**src/rtl/code_lock_ctrl_if.sv**
```systemverilog
// Button/status bundle for the code lock controller.
// master: drives the raw buttons and mode switch, observes the status.
// slave : the controller; samples the buttons, drives the status.
//   enter0, enter1, confirm, clear, mode : raw push-buttons / switch (master -> slave)
//   led      : entry buffer, newest bit at LSB         (slave -> master)
//   cnt      : number of bits entered so far           (slave -> master)
//   unlocked, fail, locked_out, prog : state flags     (slave -> master)
interface code_lock_ctrl_if #(
    parameter int unsigned CODE_LEN = 6
);
    localparam int unsigned CNT_W = $clog2(CODE_LEN + 1);

    logic                enter0;
    logic                enter1;
    logic                confirm;
    logic                clear;
    logic                mode;
    logic [CODE_LEN-1:0] led;
    logic [CNT_W-1:0]    cnt;
    logic                unlocked;
    logic                fail;
    logic                locked_out;
    logic                prog;

    modport master (
        output enter0, enter1, confirm, clear, mode,
        input  led, cnt, unlocked, fail, locked_out, prog
    );

    modport slave (
        input  enter0, enter1, confirm, clear, mode,
        output led, cnt, unlocked, fail, locked_out, prog
    );
endinterface

```
**src/rtl/code_lock_ctrl.sv**
```systemverilog
// Code-entry lock controller. Debounces five raw inputs, shifts a CODE_LEN-bit code in,
// compares it against a stored key on confirm, counts consecutive failures with a timed
// lockout, and lets the key be reprogrammed while unlocked.
// Ports:
//   clock   : single rising-edge clock
//   reset_n : synchronous active-low reset (key reverts to KEY)
//   bus     : code_lock_ctrl_if.slave -- raw buttons in, registered status out
module code_lock_ctrl #(
    parameter int unsigned         FRE         = 25000000,
    parameter int unsigned         DEBOUNCE_MS = 10,
    parameter int unsigned         CODE_LEN    = 6,
    parameter logic [CODE_LEN-1:0] KEY         = 6'b101101,
    parameter int unsigned         MAX_FAIL    = 3,
    parameter int unsigned         LOCKOUT_S   = 5
) (
    input logic             clock,
    input logic             reset_n,
    code_lock_ctrl_if.slave bus
);
    localparam int unsigned DB_CYC   = FRE / 1000 * DEBOUNCE_MS;
    localparam int unsigned LOCK_CYC = FRE * LOCKOUT_S;
    localparam int unsigned DB_W     = (DB_CYC > 1) ? $clog2(DB_CYC) : 1;
    localparam int unsigned LOCK_W   = (LOCK_CYC > 1) ? $clog2(LOCK_CYC) : 1;
    localparam int unsigned CNT_W    = $clog2(CODE_LEN + 1);
    localparam int unsigned FAIL_W   = $clog2(MAX_FAIL + 1);
    localparam int unsigned NB       = 5;

    typedef enum logic [2:0] {
        StIdle, StEntry, StCheck, StOpen, StProg, StFail, StLockout
    } state_e;

    // ---------------- debouncers: bit 0 enter0, 1 enter1, 2 confirm, 3 clear, 4 mode
    logic [NB-1:0]   raw, sync1_q, sync2_q, stable_q;
    logic [3:0]      prev_q;
    logic [DB_W-1:0] db_cnt_q [NB];
    logic [3:0]      press;

    assign raw = {bus.mode, bus.clear, bus.confirm, bus.enter1, bus.enter0};

    always_ff @(posedge clock) begin
        if (!reset_n) begin
            sync1_q  <= '0;
            sync2_q  <= '0;
            stable_q <= '0;
            prev_q   <= '0;
            for (int i = 0; i < NB; i++) db_cnt_q[i] <= '0;
        end else begin
            sync1_q <= raw;
            sync2_q <= sync1_q;
            prev_q  <= stable_q[3:0];
            for (int i = 0; i < NB; i++) begin
                // Any cycle agreeing with the stable level restarts the count.
                if (sync2_q[i] == stable_q[i]) begin
                    db_cnt_q[i] <= '0;
                end else if (db_cnt_q[i] == DB_W'(DB_CYC - 1)) begin
                    stable_q[i] <= sync2_q[i];
                    db_cnt_q[i] <= '0;
                end else begin
                    db_cnt_q[i] <= db_cnt_q[i] + DB_W'(1);
                end
            end
        end
    end

    assign press = stable_q[3:0] & ~prev_q;

    // Priority clear > confirm > enter; both enters at once cancel each other.
    logic do_clr, do_conf, do_enter, enter_bit, mode_lvl;
    assign do_clr    = press[3];
    assign do_conf   = !press[3] && press[2];
    assign do_enter  = !press[3] && !press[2] && (press[0] ^ press[1]);
    assign enter_bit = press[1];
    assign mode_lvl  = stable_q[4];

    // ---------------- state / datapath registers
    state_e              state_q, state_d;
    logic [CODE_LEN-1:0] buf_q, buf_d, key_q, key_d;
    logic [CNT_W-1:0]    cnt_q, cnt_d;
    logic [FAIL_W-1:0]   fail_cnt_q, fail_cnt_d;
    logic [LOCK_W-1:0]   lock_cnt_q, lock_cnt_d;
    logic [CODE_LEN-1:0] led_q, led_d;
    logic [CNT_W-1:0]    cnt_out_q, cnt_out_d;
    logic                unlocked_q, unlocked_d, fail_q, fail_d;
    logic                locked_out_q, locked_out_d, prog_q, prog_d;

    always_ff @(posedge clock) begin
        if (!reset_n) begin
            state_q      <= StIdle;
            buf_q        <= '0;
            cnt_q        <= '0;
            key_q        <= KEY;
            fail_cnt_q   <= '0;
            lock_cnt_q   <= '0;
            led_q        <= '0;
            cnt_out_q    <= '0;
            unlocked_q   <= 1'b0;
            fail_q       <= 1'b0;
            locked_out_q <= 1'b0;
            prog_q       <= 1'b0;
        end else begin
            state_q      <= state_d;
            buf_q        <= buf_d;
            cnt_q        <= cnt_d;
            key_q        <= key_d;
            fail_cnt_q   <= fail_cnt_d;
            lock_cnt_q   <= lock_cnt_d;
            led_q        <= led_d;
            cnt_out_q    <= cnt_out_d;
            unlocked_q   <= unlocked_d;
            fail_q       <= fail_d;
            locked_out_q <= locked_out_d;
            prog_q       <= prog_d;
        end
    end

    // ---------------- next-state logic
    logic                full;
    logic [CODE_LEN-1:0] shifted, first;
    assign full    = (cnt_q == CNT_W'(CODE_LEN));
    assign shifted = {buf_q[CODE_LEN-2:0], enter_bit};
    assign first   = CODE_LEN'(enter_bit);

    always_comb begin
        state_d    = state_q;
        buf_d      = buf_q;
        cnt_d      = cnt_q;
        key_d      = key_q;
        fail_cnt_d = fail_cnt_q;
        lock_cnt_d = lock_cnt_q;
        unique case (state_q)
            StIdle: begin
                if (do_enter) begin
                    buf_d   = first;
                    cnt_d   = CNT_W'(1);
                    state_d = StEntry;
                end
            end
            StEntry, StProg: begin
                if (do_clr) begin
                    buf_d   = '0;
                    cnt_d   = '0;
                    state_d = (state_q == StProg) ? StOpen : StIdle;
                end else if (do_conf && full) begin
                    if (state_q == StProg) begin
                        key_d   = buf_q;
                        buf_d   = '0;
                        cnt_d   = '0;
                        state_d = StIdle;
                    end else begin
                        state_d = StCheck;
                    end
                end else if (do_enter && !full) begin
                    buf_d = shifted;
                    cnt_d = cnt_q + CNT_W'(1);
                end
            end
            StCheck: begin
                if (buf_q == key_q) begin
                    fail_cnt_d = '0;
                    state_d    = StOpen;
                end else begin
                    fail_cnt_d = fail_cnt_q + FAIL_W'(1);
                    if (fail_cnt_q == FAIL_W'(MAX_FAIL - 1)) begin
                        lock_cnt_d = '0;
                        state_d    = StLockout;
                    end else begin
                        state_d = StFail;
                    end
                end
            end
            StOpen: begin
                if (do_clr) begin
                    buf_d   = '0;
                    cnt_d   = '0;
                    state_d = StIdle;
                end else if (do_enter && mode_lvl) begin
                    buf_d   = first;
                    cnt_d   = CNT_W'(1);
                    state_d = StProg;
                end
            end
            StFail: begin
                if (do_clr) begin
                    buf_d   = '0;
                    cnt_d   = '0;
                    state_d = StIdle;
                end
            end
            StLockout: begin
                if (lock_cnt_q == LOCK_W'(LOCK_CYC - 1)) begin
                    fail_cnt_d = '0;
                    buf_d      = '0;
                    cnt_d      = '0;
                    state_d    = StIdle;
                end else begin
                    lock_cnt_d = lock_cnt_q + LOCK_W'(1);
                end
            end
            default: state_d = StIdle;
        endcase
    end

    // ---------------- output decode (registered above)
    always_comb begin
        led_d        = buf_q;
        cnt_out_d    = cnt_q;
        unlocked_d   = (state_q == StOpen) || (state_q == StProg);
        fail_d       = (state_q == StFail);
        locked_out_d = (state_q == StLockout);
        prog_d       = (state_q == StProg);
    end

    assign bus.led        = led_q;
    assign bus.cnt        = cnt_out_q;
    assign bus.unlocked   = unlocked_q;
    assign bus.fail       = fail_q;
    assign bus.locked_out = locked_out_q;
    assign bus.prog       = prog_q;
endmodule

```
**src/flat_wrapper.sv**
```systemverilog
// flat-port wrapper written by rule: the top's interface ports become plain ports
module code_lock_ctrl_flat 
#(
    parameter int unsigned         FRE         = 25000000,
    parameter int unsigned         DEBOUNCE_MS = 10,
    parameter int unsigned         CODE_LEN    = 6,
    parameter logic [CODE_LEN-1:0] KEY         = 6'b101101,
    parameter int unsigned         MAX_FAIL    = 3,
    parameter int unsigned         LOCKOUT_S   = 5
)
  (clock, reset_n, bus_enter0, bus_enter1, bus_confirm, bus_clear, bus_mode, bus_led, bus_cnt, bus_unlocked, bus_fail, bus_locked_out, bus_prog);
  code_lock_ctrl_if #(.CODE_LEN(CODE_LEN)) bus_i ();
  input logic clock;
  input logic reset_n;
  input wire logic [$bits(bus_i.enter0)-1:0] bus_enter0;
  input wire logic [$bits(bus_i.enter1)-1:0] bus_enter1;
  input wire logic [$bits(bus_i.confirm)-1:0] bus_confirm;
  input wire logic [$bits(bus_i.clear)-1:0] bus_clear;
  input wire logic [$bits(bus_i.mode)-1:0] bus_mode;
  output wire logic [$bits(bus_i.led)-1:0] bus_led;
  output wire logic [$bits(bus_i.cnt)-1:0] bus_cnt;
  output wire logic [$bits(bus_i.unlocked)-1:0] bus_unlocked;
  output wire logic [$bits(bus_i.fail)-1:0] bus_fail;
  output wire logic [$bits(bus_i.locked_out)-1:0] bus_locked_out;
  output wire logic [$bits(bus_i.prog)-1:0] bus_prog;
  assign bus_i.enter0 = bus_enter0;
  assign bus_i.enter1 = bus_enter1;
  assign bus_i.confirm = bus_confirm;
  assign bus_i.clear = bus_clear;
  assign bus_i.mode = bus_mode;
  assign bus_led = bus_i.led;
  assign bus_cnt = bus_i.cnt;
  assign bus_unlocked = bus_i.unlocked;
  assign bus_fail = bus_i.fail;
  assign bus_locked_out = bus_i.locked_out;
  assign bus_prog = bus_i.prog;
  code_lock_ctrl #(.FRE(FRE), .DEBOUNCE_MS(DEBOUNCE_MS), .CODE_LEN(CODE_LEN), .KEY(KEY), .MAX_FAIL(MAX_FAIL), .LOCKOUT_S(LOCKOUT_S)) u_core (.clock(clock), .reset_n(reset_n), .bus(bus_i));
endmodule
```
**config.mk**
```make
export PLATFORM = sky130hd
export DESIGN_NAME = code_lock_ctrl_flat
export DESIGN_NICKNAME = d
export VERILOG_FILES = /design/src/rtl/code_lock_ctrl_if.sv /design/src/rtl/code_lock_ctrl.sv /design/src/flat_wrapper.sv
export SDC_FILE = /design/constraint.sdc
export NUM_CORES = 1
export LEC_CHECK = 0
export ABC_AREA = 1
export CAP_MARGIN = 30
export CORE_UTILIZATION = 30
export CTS_CLUSTER_DIAMETER = 60
export DETAILED_ROUTE_END_ITERATION = 16
export GPL_TIMING_DRIVEN = 0
export PLACE_DENSITY = 0.49
export SYNTH_ARGS = -nofsm -noshare
export SYNTH_HDL_FRONTEND = slang
export SYNTH_SLANG_ARGS = --single-unit
```
**constraint.sdc**
```tcl
create_clock -name clock -period 2.37 [get_ports clock]
set_input_delay 0.3555 -clock clock [delete_from_list [all_inputs] [get_ports clock]]
set_output_delay 0.3555 -clock clock [all_outputs]
set_load 0.02 [all_outputs]
```
# Word-level counts from Yosys, hierarchy flattened
# Memory sizes are Yosys's and may differ from the RTL's.
# Cells that the tools add are included.
# totals
mem_count	1
mem_bits_rw	90
word_cells	214
in_bits	7
register_bits	79
# op_classes
eq_ne	30
n_reduce_logical	24
mux	107
n_addsub	8
bitwise	24
# mem_list
memory	depth	word_bits	rd	rd_ports_with_merged_regs	write_ports	line	source
u_core.db_cnt_q	5	18	5	0	5	code_lock_ctrl.sv:35	logic [DB_W-1:0] db_cnt_q [NB];
# ops
operator	n
18-bit two-way mux	15
18-bit by 1-bit adder with 18-bit output (second input constant)	5
18-bit equality test (second input constant)	5
27-bit two-way mux	3
1-bit two-way mux	56
6-bit two-way mux	9
27-bit one-hot mux with 2 select lines	1
3-bit two-way mux	14
6-bit one-hot mux with 5 select lines	1
27-bit by 1-bit adder with 27-bit output (second input constant)	1
27-bit equality test (second input constant)	1
3-bit one-hot mux with 6 select lines	1
1-bit OR	15
3-bit one-hot mux with 5 select lines	1
3-bit equality test (second input constant)	4
2-bit AND reduction	6
2-bit two-way mux	5
4-bit AND reduction	2
7-bit AND reduction	1
3-bit by 2-bit equality test with 1-bit output (second input constant)	2
6-bit equality test	1
1-bit logical AND	6
2-bit by 1-bit inequality test with 1-bit output (second input constant)	3
2-bit inequality test (second input constant)	3
other kinds (20)	32

# Logic depth before layout (Yosys ltp)
# Gate-level depths: netlist of run 1.
# depth
word_depth	10
ltp_mapped	13

# Least setup slack after synthesis of run 1
# Ideal clock, no wire load.
# synth_timing
path_kind	reg2reg
from	memory u_core.db_cnt_q[3][0] (netlist bit)
to	memory u_core.db_cnt_q[3][15] (netlist bit) (data pin)
t_required_ps	2116
t_arrival_ps	1517
slack_ps	598
n_path_buf	1
synth_period_minus_slack_ps	1772
stages_incl_launch_ff	10
path_cell_list	edfxtp_1 > ha_1 > nand2_1 > nor2_1 > inv_1 > nor2_1 > nand4_1 > nand2_1 > buf_4 > nor2_1
# synth_rtl
item	line
start, declared	code_lock_ctrl.sv:35

==> results.sh, run 1 <==
export IMPL_run_status="finished, final reports clean"
export IMPL_multi_input_area_um2=4580
export IMPL_syn_avg_cell_area_um2=7.76
export IMPL_final_max_slew_viol_count=0
export IMPL_ir_worst_vdd_uv=448
export IMPL_skew_ps=12.0
export IMPL_period_needed_ps=2220
export IMPL_ys_warn_count=0
export IMPL_cts_clk_slew_worst_paths_ps=70
export IMPL_start_util=0.307
export IMPL_synthFlopType="edfxtp_1"
export IMPL_core_um2=29900
export IMPL_ys_types=44
export IMPL_area_growth_pct=17.6
export IMPL_hold_viol_final=0
export IMPL_critPathKind="reg2reg"
export IMPL_ctsHtreeMaxLevel=4
export IMPL_drv_cap=0
export IMPL_min_period_over_period=0.936
export IMPL_final_cell_count_no_fill=1709
export IMPL_first_pass_iters=5
export IMPL_clk_path_buf_depth=2
export IMPL_fp_dieH_um=177
export IMPL_p_clk_frac=0.355
export IMPL_hold_path_class="reg2reg"
export IMPL_drive_above_1_share=0.0584
export IMPL_die_area_um2=31200
export IMPL_antenna_found_initial=0
export IMPL_track_usage=0.135
export IMPL_cts_sinks=169
export IMPL_rsz0062_at_grt="no"
export IMPL_syn_cell_area_um2=9160
export IMPL_viasPerCell=4.37
export IMPL_seq_area_um2=4280
export IMPL_ys_seq_area_frac=0.468
export IMPL_synthCells=1180
export IMPL_grt_ovfl_total=0
export IMPL_switching_share=0.315
export IMPL_rr_worst_depth=9
export IMPL_dp_cells=1678
export IMPL_cp_max_fo=10
export IMPL_powerDensity_nw_per_um2=738
export IMPL_p_int_mw=5.45
export IMPL_slew_headroom=0.587
export IMPL_hpwl_um=14700
export IMPL_required_ps=2550
export IMPL_dieWidth_um=177
export IMPL_ys_async_sr_fraction=0
export IMPL_num_vias=7465
export IMPL_tns_ps=0
export IMPL_holdPathStages=2
export IMPL_combPwrFrac=0.205
export IMPL_num_io_pins=20
export IMPL_cts_tree="built"
export IMPL_grt_max_degree=17
export IMPL_fin_nets=1324
export IMPL_crit_path_end_kind="flip-flop"
export IMPL_switching_power_mw=2.50
export IMPL_rows=63
export IMPL_grt_pass1_wl_um=34100
export IMPL_worst_pin_slew_ps=619
export IMPL_num_antenna_cells=0
export IMPL_dr_first_iter_drc_count=411
export IMPL_cts_buffers=17
export IMPL_worst_setup_path_start_kind="flip-flop"
export IMPL_ys_ff_latch=169
export IMPL_pwr_share_seq=0.440
export IMPL_static_leakage_power_nw=4.39
export IMPL_worst_ep_arrival_time_ps=2400
export IMPL_drt_wl_total_um=19800
export IMPL_wl_per_cell_um=11.6
export IMPL_final_fill_count=3117
export IMPL_final_cell_mix="280 x nand2_1, 183 x nor2_1, 141 x inv_1"
export IMPL_place_congestion=0.834
export IMPL_clk_latency_ps=420
export IMPL_ant_nets=0
export IMPL_port_buffers=19
export IMPL_max_freq_mhz=451
export IMPL_cts_root_buf="clkbuf_16"
export IMPL_hold_buffers=0
export IMPL_synth_edf_count=90
export IMPL_setup_violations=0
export IMPL_final_common_cell="nand2_1"
export IMPL_drc=0
export IMPL_grt_pass1_vias=7040
[power by group through the flow]
| stage | logic (mW) | registers [mW] | clock network (mW) |
|---|---|---|---|
| final | 1.63 | 3.50 | 2.82 |
| after global placement | 1.62 | 3.56 | 0 |
| after CTS | 1.64 | 3.50 | 2.92 |
| after floorplan | 1.24 | 3.54 | 0 |
| after global routing | 1.88 | 3.53 | 3.03 |
| after detailed placement | 1.63 | 3.56 | 0 |
[what timing repair did]
item / in CTS / in global routing
resized for setup: 0 / 4
endpoints found under the setup margin: 0 / 22
setup buffers: 0 / 0
[cell families (layout without fill, tap and decap cells)]
group           after synthesis  in the layout  synth area share
compound gates               96             96            0.0585
buf+inv                     163            213            0.0702
other cells                   1             90          0.000409
simple gates                693            693             0.343
fa+ha+maj                    11             11            0.0150
flops                       169            169             0.468
xor+xnor                     47             47            0.0449
[synth_stat cells (3+ instances only)]
cell type	instances	area, um2
xor2_1	31	272
clkbuf_1	7	26.3
edfxtp_1	90	2700
buf_2	6	30.0
nand2_1	282	1060
o21a_1	4	30.0
nor3b_1	20	150
nor2_4	4	45.0
nor2_1	184	691
inv_1	141	529
o21ai_0	24	120
or2_2	10	62.6
nand3_2	3	30.0
nand3b_1	6	45.0
nand4_1	25	156
a21oi_1	53	265
dfxtp_1	79	1580
nor4_1	12	75.1
ha_1	11	138
o21bai_1	7	52.6
xnor2_1	16	140
nand3_1	87	435
nand2_4	3	33.8
nor3_1	44	220
[layout make-up]
class	instances	area share
well taps	390	0.0453
flip-flops and latches	169	0.398
plain buffers	19	0.00941
multi-input cells	937	0.425
clock inverters	14	0.0150
clock buffers	18	0.0398
inverters	143	0.0498
repair buffers	19	0.0177
[registers in the layout, indices dropped and copies added (netlist names), 4 cells and up]
signal	count
u_core.buf_q	6
u_core.bus.led	6
u_core.db_cnt_q	90
u_core.key_q	6
u_core.lock_cnt_q	27
u_core.prev_q	4
u_core.stable_q	5
u_core.sync1_q	5
u_core.sync2_q	5
[worst paths after layout]
kind,slack (ps),end,startpoint
hold reg to reg,410,u_core.sync2_q[4],u_core.sync1_q[4]
setup reg to reg,150,u_core.db_cnt_q[3][15],u_core.db_cnt_q[3][0]
setup / recovery,150,u_core.db_cnt_q[3][15],u_core.db_cnt_q[3][0]
hold / removal,410,u_core.sync2_q[4],u_core.sync1_q[4]
[per-stage QoR]
stage          utilization  total power [mW]  setup slack, ps  hold WS, ps  area, um2
3_5_place_dp         0.340              5.19             13.6          400      10200
3_3_place_gp         0.340              5.18             17.7          399      10200
5_1_grt              0.361              8.45             5.76          435      10800
6_report             0.361              7.95              152          412      10800
4_1_cts              0.360              8.05             21.3          415      10800
2_1_floorplan            -              4.77              598          390       9490
[metal layers]
metal / GRT usage / vias to the layer above / part of all wire
met5: 0 / - / 0
met4: 0.0330 / 0 / 0.0083
met3: 0.0245 / 9 / 0.028
met2: 0.223 / 85 / 0.47
met1: 0.182 / 3345 / 0.50
li1: - / 4026 / -
[critical path, stage by stage, from the launching register on]
cell	delay, ps
edfxtp_1	440
ha_1	190
nand2_1	70
nor2_1	180
inv_1	100
nor2_1	150
nand4_1	190
nand2_1	340
buf_4	260
nor2_1	60
(Power assumes the default switching activity.)
==> run 2: changes to the inputs <==
- CELL_PAD_IN_SITES_DETAIL_PLACEMENT: default -> 1
- CELL_PAD_IN_SITES_GLOBAL_PLACEMENT: default -> 1
- PLACE_DENSITY: 0.49 -> 0.6
==> run 2 against run 1 <==
  * Combinational power is essentially flat
  * Sequential power about the same
  * Utilization is 0.18 points higher
  * Wire length up 13%
  * Worst setup slack improved by 100 ps
  * Die area is the same
  * Critical endpoint is now u_core.db_cnt_q[3][0]
  * Largest cell class unchanged
  * Critical path depth unchanged
  * Clock skew decreased by 0.94 ps
  * First-iteration DRC count down 35%
==> results.sh, run 2 (synthesis results as in run 1) <==
export IMPL_switching_share=0.302
export IMPL_reg_top3="u_core.db_cnt_q: 90 flops, u_core.lock_cnt_q: 27 flops"
export IMPL_final_cell_count_no_fill=1709
export IMPL_setup_violations=0
export IMPL_ir_worst_vdd_uv=470
export IMPL_cts_tree="built"
export IMPL_static_leakage_power_nw=4.41
export IMPL_fp_dieH_um=177
export IMPL_ant_nets=0
export IMPL_start_util=0.307
export IMPL_grt_pass1_wl_um=38800
export IMPL_final_fill_count=3701
export IMPL_num_io_pins=20
export IMPL_rsz0062_at_grt="no"
export IMPL_total_power_mw=8.21
export IMPL_largest_register="u_core.db_cnt_q"
export IMPL_antenna_found_initial=0
export IMPL_cp_max_fo=10
export IMPL_skew_ps=11.1
export IMPL_postCtsSetupRepairBufs=0
export IMPL_num_antenna_cells=0
export IMPL_dieWidth_um=177
export IMPL_hold_buffers=0
export IMPL_hold_ws_ps=421
export IMPL_grt_max_degree=17
export IMPL_hpwl_um=17000
export IMPL_place_congestion=0.836
export IMPL_rows=63
export IMPL_worst_ep_arrival_time_ps=2300
export IMPL_ctsHtreeMaxLevel=4
export IMPL_hold_path_class="reg2reg"
export IMPL_p_int_mw=5.73
export IMPL_drv_cap=0
export IMPL_dpl_cell_area_um2=10200
export IMPL_cts_clk_slew_worst_paths_ps=70
export IMPL_track_usage=0.156
export IMPL_grt_ovfl_total=0
export IMPL_max_stage_delay_ps=450
export IMPL_hold_viol_final=0
export IMPL_min_period_over_period=0.892
export IMPL_worst_path_buf_inv=2
export IMPL_setup_slack_ps=257
export IMPL_grt_pass1_vias=7894
export IMPL_wl_per_cell_um=13.2
export IMPL_drive_above_1_share=0.0569
export IMPL_slew_headroom=0.564
export IMPL_pre_cts_slack_ps=-57.2
export IMPL_cts_sinks=169
export IMPL_slowest_stage="edfxtp_1"
export IMPL_dp_cells=1678
export IMPL_route_met3_wl_um=344
export IMPL_wl_met2_um=10500
export IMPL_cp_common_cell="nor2_1"
export IMPL_crit_chain="ha_1 > nand2_1 > nor2_2 > inv_1 > nor2_1 > nand4_1 > nand2_4 > buf_4 > nor2_1"
export IMPL_p_clk_frac=0.374
export IMPL_top_layer="met4"
export IMPL_worst_setup_path_start_kind="flip-flop"
export IMPL_pwr_share_seq=0.427
export IMPL_final_common_cell="nand2_1"
export IMPL_max_freq_mhz=473
export IMPL_fin_nets=1324
export IMPL_cts_buffers=17
export IMPL_area_growth_pct=18.2
export IMPL_met1_length_um=11200
export IMPL_crit_family="simple AND/OR/NAND/NOR gates"
export IMPL_drt_wl_total_um=22500
export IMPL_final_util=0.362
export IMPL_num_vias=7720
export IMPL_critPathKind="reg2reg"
export IMPL_viasPerCell=4.52
export IMPL_final_cell_area_um2=10800
export IMPL_final_cell_mix="278 x nand2_1, 183 x nor2_1, 141 x inv_1"
export IMPL_switching_power_mw=2.48
export IMPL_crit_path_end_kind="flip-flop"
export IMPL_run_status="finished, final reports clean"
export IMPL_drc=0
export IMPL_combPwrFrac=0.199
export IMPL_clk_path_buf_depth=2
export IMPL_period_needed_ps=2110
export IMPL_tns_ps=0
export IMPL_port_buffers=19
export IMPL_core_um2=29900
export IMPL_largest_register_ffs=90
export IMPL_first_pass_iters=4
export IMPL_final_max_slew_viol_count=0
export IMPL_worst_pin_slew_ps=655
export IMPL_powerDensity_nw_per_um2=759
export IMPL_cts_root_buf="clkbuf_16"
export IMPL_dr_first_iter_drc_count=269
export IMPL_clk_latency_ps=440
export IMPL_die_area_um2=31200
export IMPL_required_ps=2560
==> run 2: final timing paths <==
| kind | to | slack [ps] | from | depth (start not counted) |
|---|---|---|---|---|
| setup / recovery | u_core.db_cnt_q[3][0] | 260 | u_core.db_cnt_q[3][0] | 9 |
| hold / removal | u_core.sync2_q[4] | 420 | u_core.sync1_q[4] | 2 |
| setup reg to reg | u_core.db_cnt_q[3][0] | 260 | u_core.db_cnt_q[3][0] | 9 |
| hold reg to reg | u_core.sync2_q[4] | 420 | u_core.sync1_q[4] | 2 |
==> run 2: power by group through the flow <==
stage / Sequential (mW) / Clock [mW] / Combinational [mW]
floorplan: 3.54 / 0 / 1.24
detailed placement: 3.58 / 0 / 1.65
global route: 3.55 / 3.30 / 1.89
finish: 3.51 / 3.07 / 1.63
CTS: 3.51 / 3.19 / 1.66
global placement: 3.57 / 0 / 1.63
==> run 2: what timing repair did <==
action,in CTS,in global routing
resized for setup,2,5
pin swaps,0,0
setup endpoints to repair,20,40
==> run 2: worst min-delay path, delay by kind of cell, from the launching register on <==
family	cells	cell delay, ps
AND/OR/NAND/NOR	1	50
flip-flops	1	310
buffers and inverters	1	40
==> run 2: layout make-up <==
cell class,count,area (um2),share of cell area
plain buffers,19,101,0.00936
clock buffers,19,433,0.0400
flip-flops and latches,169,4280,0.396
clock inverters,13,201,0.0186
repair buffers,19,190,0.0176
well taps,390,488,0.0451
multi-input cells,937,4590,0.424
inverters,143,537,0.0496
==> run 2: routing by layer <==
| metal | up-vias | GRT usage |
|---|---|---|
| met3 | 31 | 0.0253 |
| met4 | 0 | 0.0550 |
| met2 | 41 | 0.259 |
| met1 | 3627 | 0.205 |
| met5 | - | 0 |
| li1 | 4021 | - |
==> run 3: changes to the inputs <==
- SKIP_LAST_GASP: default -> 1
==> results of run 3 <==
Same layout as run 2: the final DEF is identical, and so are final timing and power.
==> variant 1, RTL diff (flow settings as in run 3) <==
`DEBOUNCE_MS` is set to 10 in 2 places; all go to 20.
--- a/src/rtl/code_lock_ctrl.sv
+++ b/src/rtl/code_lock_ctrl.sv
@@ -9,3 +9,3 @@
     parameter int unsigned         FRE         = 25000000,
-    parameter int unsigned         DEBOUNCE_MS = 10,
+    parameter int unsigned         DEBOUNCE_MS = 20,
     parameter int unsigned         CODE_LEN    = 6,
--- a/src/flat_wrapper.sv
+++ b/src/flat_wrapper.sv
@@ -4,3 +4,3 @@
     parameter int unsigned         FRE         = 25000000,
-    parameter int unsigned         DEBOUNCE_MS = 10,
+    parameter int unsigned         DEBOUNCE_MS = 20,
     parameter int unsigned         CODE_LEN    = 6,
Check against the original RTL: same outputs for any inputs over 10 cycles, from zero or initial values and one cycle with reset_n low; that may be too few to reach the edited logic, so the function may still have changed.
==> variant 1 against run 3 <==
- design area grew 2.3%
- routed wire length increased by 4.9%
- combinational power is 29% lower
- synthesized cell count is 5.8% higher
- power fell by 8.2%
- count of clock-buffer cells in the layout up 3
- setup slack worse by 0.024 ns
- critical path type unchanged
- core utilization fell by 0.22 points
- sequential cell count up 5
- synthesized area increased by 3.0%
- die area up 3.0%
- worst hold slack got worse by 0.0064 ns
==> variant 1: results (changes against run 3) <==
Cells and area
  – Clkbuf count: 22 (+3)
  – Fraction of area in multi-input gates: 0.418 (-0.00626)
  – Total Nets Final: 1399 (+5.7%)
  – Non-clock buffer total of the final layout: 37 (-2.6%)
  – Layout inverter count without the clock tree: 174 (+22%)
  – Final design utilization: 0.360 (-0.00221)
  – Register fraction of the total cell area: 0.400 (+0.00466)
  – Number of combinational gates with multiple inputs: 977 (+4.3%)
  – Fill count: 3896 (+5.3%)

Setup path
  – Cell with the largest stage delay on the worst path: sky130_fd_sc_hd__dfxtp_1
  – CP max stage delay: 0.48 ns (+0.03 ns)
  – Worst EP arrival: 2.52 ns (+0.22 ns)

Pwr
  – Sequential power: 0.00355 W (+1%)
  – Part of the power in combinational logic: 0.154 (-0.045)

Global route
  – Wire length of the first global-routing pass: 40.2 mm (+3.5%)
  – Vias in the first global route: 8181 (+3.6%)

Detailed routing
  – Routed len/inst: 13.2 µm (+0.14%)
  – Final wirelength: 23.6 mm (+4.9%)
  – Number of vias after detailed routing: 8092 (+4.8%)
  – Initial drt markers: 354 (+32%)
  – Pre-Repair DR Iteration Count: 6 (+2)

Placement
  – DP Cell Count: 1757 (+4.7%)
  – Detailed Place HPWL: 17.8 mm (+4.9%)
  – Worst Setup Slack post-DPL: -0.0793 ns (-0.0221 ns)
  – Final weighted congestion of routability-driven global placement: 0.819 (-2.0%)

Logic synthesis
  – Count of unique library cells instantiated by Yosys: 40 (-9.1%)
  – Commonest cells in the synthesized netlist: 300 x sky130_fd_sc_hd__nand2_1, 206 x sky130_fd_sc_hd__nor2_1, 165 x sky130_fd_sc_hd__inv_1, 95 x sky130_fd_sc_hd__edfxtp_1, 93 x sky130_fd_sc_hd__nand3_1
  – Number of synthesized flops with an enable pin: 95 (+5.6%)
  – Post-synthesis average cell area: 7.56 µm² (-2.6%)

Floorplanning
  – Core area: 0.0307 mm² (+2.9%)

STA
  – Final Cycle Share: 0.902 (+0.0103)

Outcome
  – Status: finished clean
## variant 1: worst reg2reg max path: stages, from the launching register on
cell and delay [ns]:
sky130_fd_sc_hd__dfxtp_1 0.48, sky130_fd_sc_hd__nand2_1 0.22, sky130_fd_sc_hd__nor2_2 0.21, sky130_fd_sc_hd__inv_2 0.11, sky130_fd_sc_hd__ha_1 0.21, sky130_fd_sc_hd__nand3_1 0.08
sky130_fd_sc_hd__nor2_1 0.04, sky130_fd_sc_hd__nor2_1 0.17, sky130_fd_sc_hd__nand2_4 0.13, sky130_fd_sc_hd__nor2_2 0.27, sky130_fd_sc_hd__nor2_1 0.08, sky130_fd_sc_hd__nor2_1 0.10
## variant 1: cell families (layout without fill, tap and decap cells)
logic type,Yosys count,after routing,synth area share
AND/OR/NAND/NOR,726,727,0.336
buffers and inverters,192,243,0.0792
flip-flops,174,174,0.470
AO/OA/AOI/OAI,96,96,0.0554
XOR/XNOR,48,48,0.0446
adder cells (fa/ha/maj),11,11,0.0146
other,1,95,0.000397
## variant 1: through the flow
step	hold WS (ns)	power, W	TNS (ns)
2_1_floorplan	0.390	0.00438	0
3_3_place_gp	0.398	0.00474	-0.129
3_5_place_dp	0.402	0.00476	-0.201
4_1_cts	0.420	0.00764	0
5_1_grt	0.435	0.00797	0
6_report	0.415	0.00754	0
## variant 1: metal layers
metal	routed length, µm	global-route usage
met1	12000	0.210
met2	10800	0.262
met3	464	0.0257
met4	284	0.0487
met5	0	0
## variant 1: path summary, 6_finish.rpt
check	from	end	depth (start not counted)
min	u_core.sync1_q[2]	u_core.sync2_q[2]	2
max reg2reg	u_core.state_q[2]	u_core.buf_q[0]	11
max	u_core.state_q[2]	u_core.buf_q[0]	11
min reg2reg	u_core.sync1_q[2]	u_core.sync2_q[2]	2
==> variant 2, RTL diff (config.mk and constraints of run 3) <==
Made on the original files. Take the reset off `buf_q` and load it in a clocked block of its own.
--- a/src/rtl/code_lock_ctrl.sv
+++ b/src/rtl/code_lock_ctrl.sv
@@ -88,3 +88,2 @@
             state_q      <= StIdle;
-            buf_q        <= '0;
             cnt_q        <= '0;
@@ -101,3 +100,2 @@
             state_q      <= state_d;
-            buf_q        <= buf_d;
             cnt_q        <= cnt_d;
@@ -113,2 +111,6 @@
         end
+    end
+
+    always_ff @(posedge clock) begin
+        buf_q <= buf_d;
     end
Check against the original RTL: no difference found for any inputs over 10 cycles, from zero or initial values and one cycle with reset_n low; that may be too few to reach the edited logic, so the function may still have changed.
==> variant 2 against run 3 <==
- die area down 0.90%
- synthesized area is 0.92% lower
- critical path type unchanged
- synthesized cell count decreased by 3.0%
- clock skew is 0.0014 ns lower
- power fell by 2.4%
- setup slack worse by 0.014 ns
- maximum frequency shrank 0.66%
- sequential cell count is the same
- highest routed layer unchanged
- routed wire length is 3.4% lower
- design area decreased by 1.0%
==> variant 2: results (changes against run 3) <==
Placement
  – Worst Setup Slack post-DPL: 0.0325 ns (+0.0897 ns)
  – Count of input and output buffers: 18 (-1)
  – DP Cell Count: 1642 (-2.1%)
  – Final weighted congestion of routability-driven global placement: 0.785 (-6.1%)

Detailed routing
  – Final wirelength: 21.7 mm (-3.4%)
  – Number of vias after detailed routing: 7530 (-2.5%)
  – Initial drt markers: 325 (+21%)
  – Met3 wire length: 356 µm (+3.5%)
  – Sum of routed wire segments on met1: 10.9 mm (-3.3%)
  – Met2 routed wirelength: 10.3 mm (-1.8%)

Global route
  – Wire length of the first global-routing pass: 37.2 mm (-4.0%)
  – Met1 usage: 0.194 (-0.0104)
  – Vias in the first global route: 7677 (-2.7%)
  – GRT met3 Usage: 0.0288 (+0.00344)

Setup path
  – CP max stage delay: 0.42 ns (-0.03 ns)

Pwr
  – Sw power: 0.00240 W (-3.5%)
  – Portion of total power attributed to the clock network: 0.362 (-0.012)
  – Max rail drop VDD: 0.506 mV (+7.8%)
  – Leakage dissipation: 4.41 nW (about the same)

STA
  – Fmax achieved: 470 MHz (-0.66%)
  – Worst slew margin relative to its limit: 0.517 (-0.0462)
  – Hold slack final: 0.415 ns (-0.00674 ns)

Logic synthesis
  – XOR/XNOR share of the synthesized area: 0.0425 (-0.00248)
  – Leading cell types by total area after synthesis: sky130_fd_sc_hd__edfxtp_1 32%, sky130_fd_sc_hd__dfxtp_1 16%, sky130_fd_sc_hd__nand2_1 11%
  – Sequential-to-total area share from yosys stat: 0.479 (+0.0109)
  – Number of synthesized flops with an enable pin: 96 (+6.7%)
  – Post-synthesis average cell area: 7.93 µm² (+2.1%)
  – Commonest cells in the synthesized netlist: 260 x sky130_fd_sc_hd__nand2_1, 167 x sky130_fd_sc_hd__nor2_1, 160 x sky130_fd_sc_hd__inv_1, 96 x sky130_fd_sc_hd__edfxtp_1, 73 x sky130_fd_sc_hd__dfxtp_1
  – Count of unique library cells instantiated by Yosys: 50 (+14%)

Outcome
  – Status: finished clean

Cells and area
  – Post-route insts no fill: 1675 (-2.0%)
  – Total Nets Final: 1291 (-2.5%)
  – Fill count: 3642 (-1.6%)
[variant 2: final cells by class]
cell class	count	area share
sequential	169	0.406
buffer	15	0.00899
inverter	165	0.0585
timing repair buffer	20	0.0182
clock buffer	23	0.0477
tap	390	0.0456
clock inverter	8	0.00818
multi-input combinational	885	0.407
[variant 2: path summary, 6_finish.rpt]
path	end	startpoint	cells after the start
setup reg to reg	u_core.db_cnt_q[4][14]	u_core.db_cnt_q[4][0]	10
setup / recovery	u_core.db_cnt_q[4][14]	u_core.db_cnt_q[4][0]	10
hold / removal	u_core.sync2_q[4]	u_core.sync1_q[4]	2
hold reg to reg	u_core.sync2_q[4]	u_core.sync1_q[4]	2
[variant 2: worst min-delay path, cell delays in order (launching register included)]
cell	delay, ns
sky130_fd_sc_hd__dfxtp_1	0.31
sky130_fd_sc_hd__nand2_1	0.05
sky130_fd_sc_hd__inv_1	0.04
[variant 2: what timing repair did]
item,CTS,global route
resized for setup,1,4
endpoints found under the setup margin,3,41
pin swaps,0,1
buffers inserted,0,2
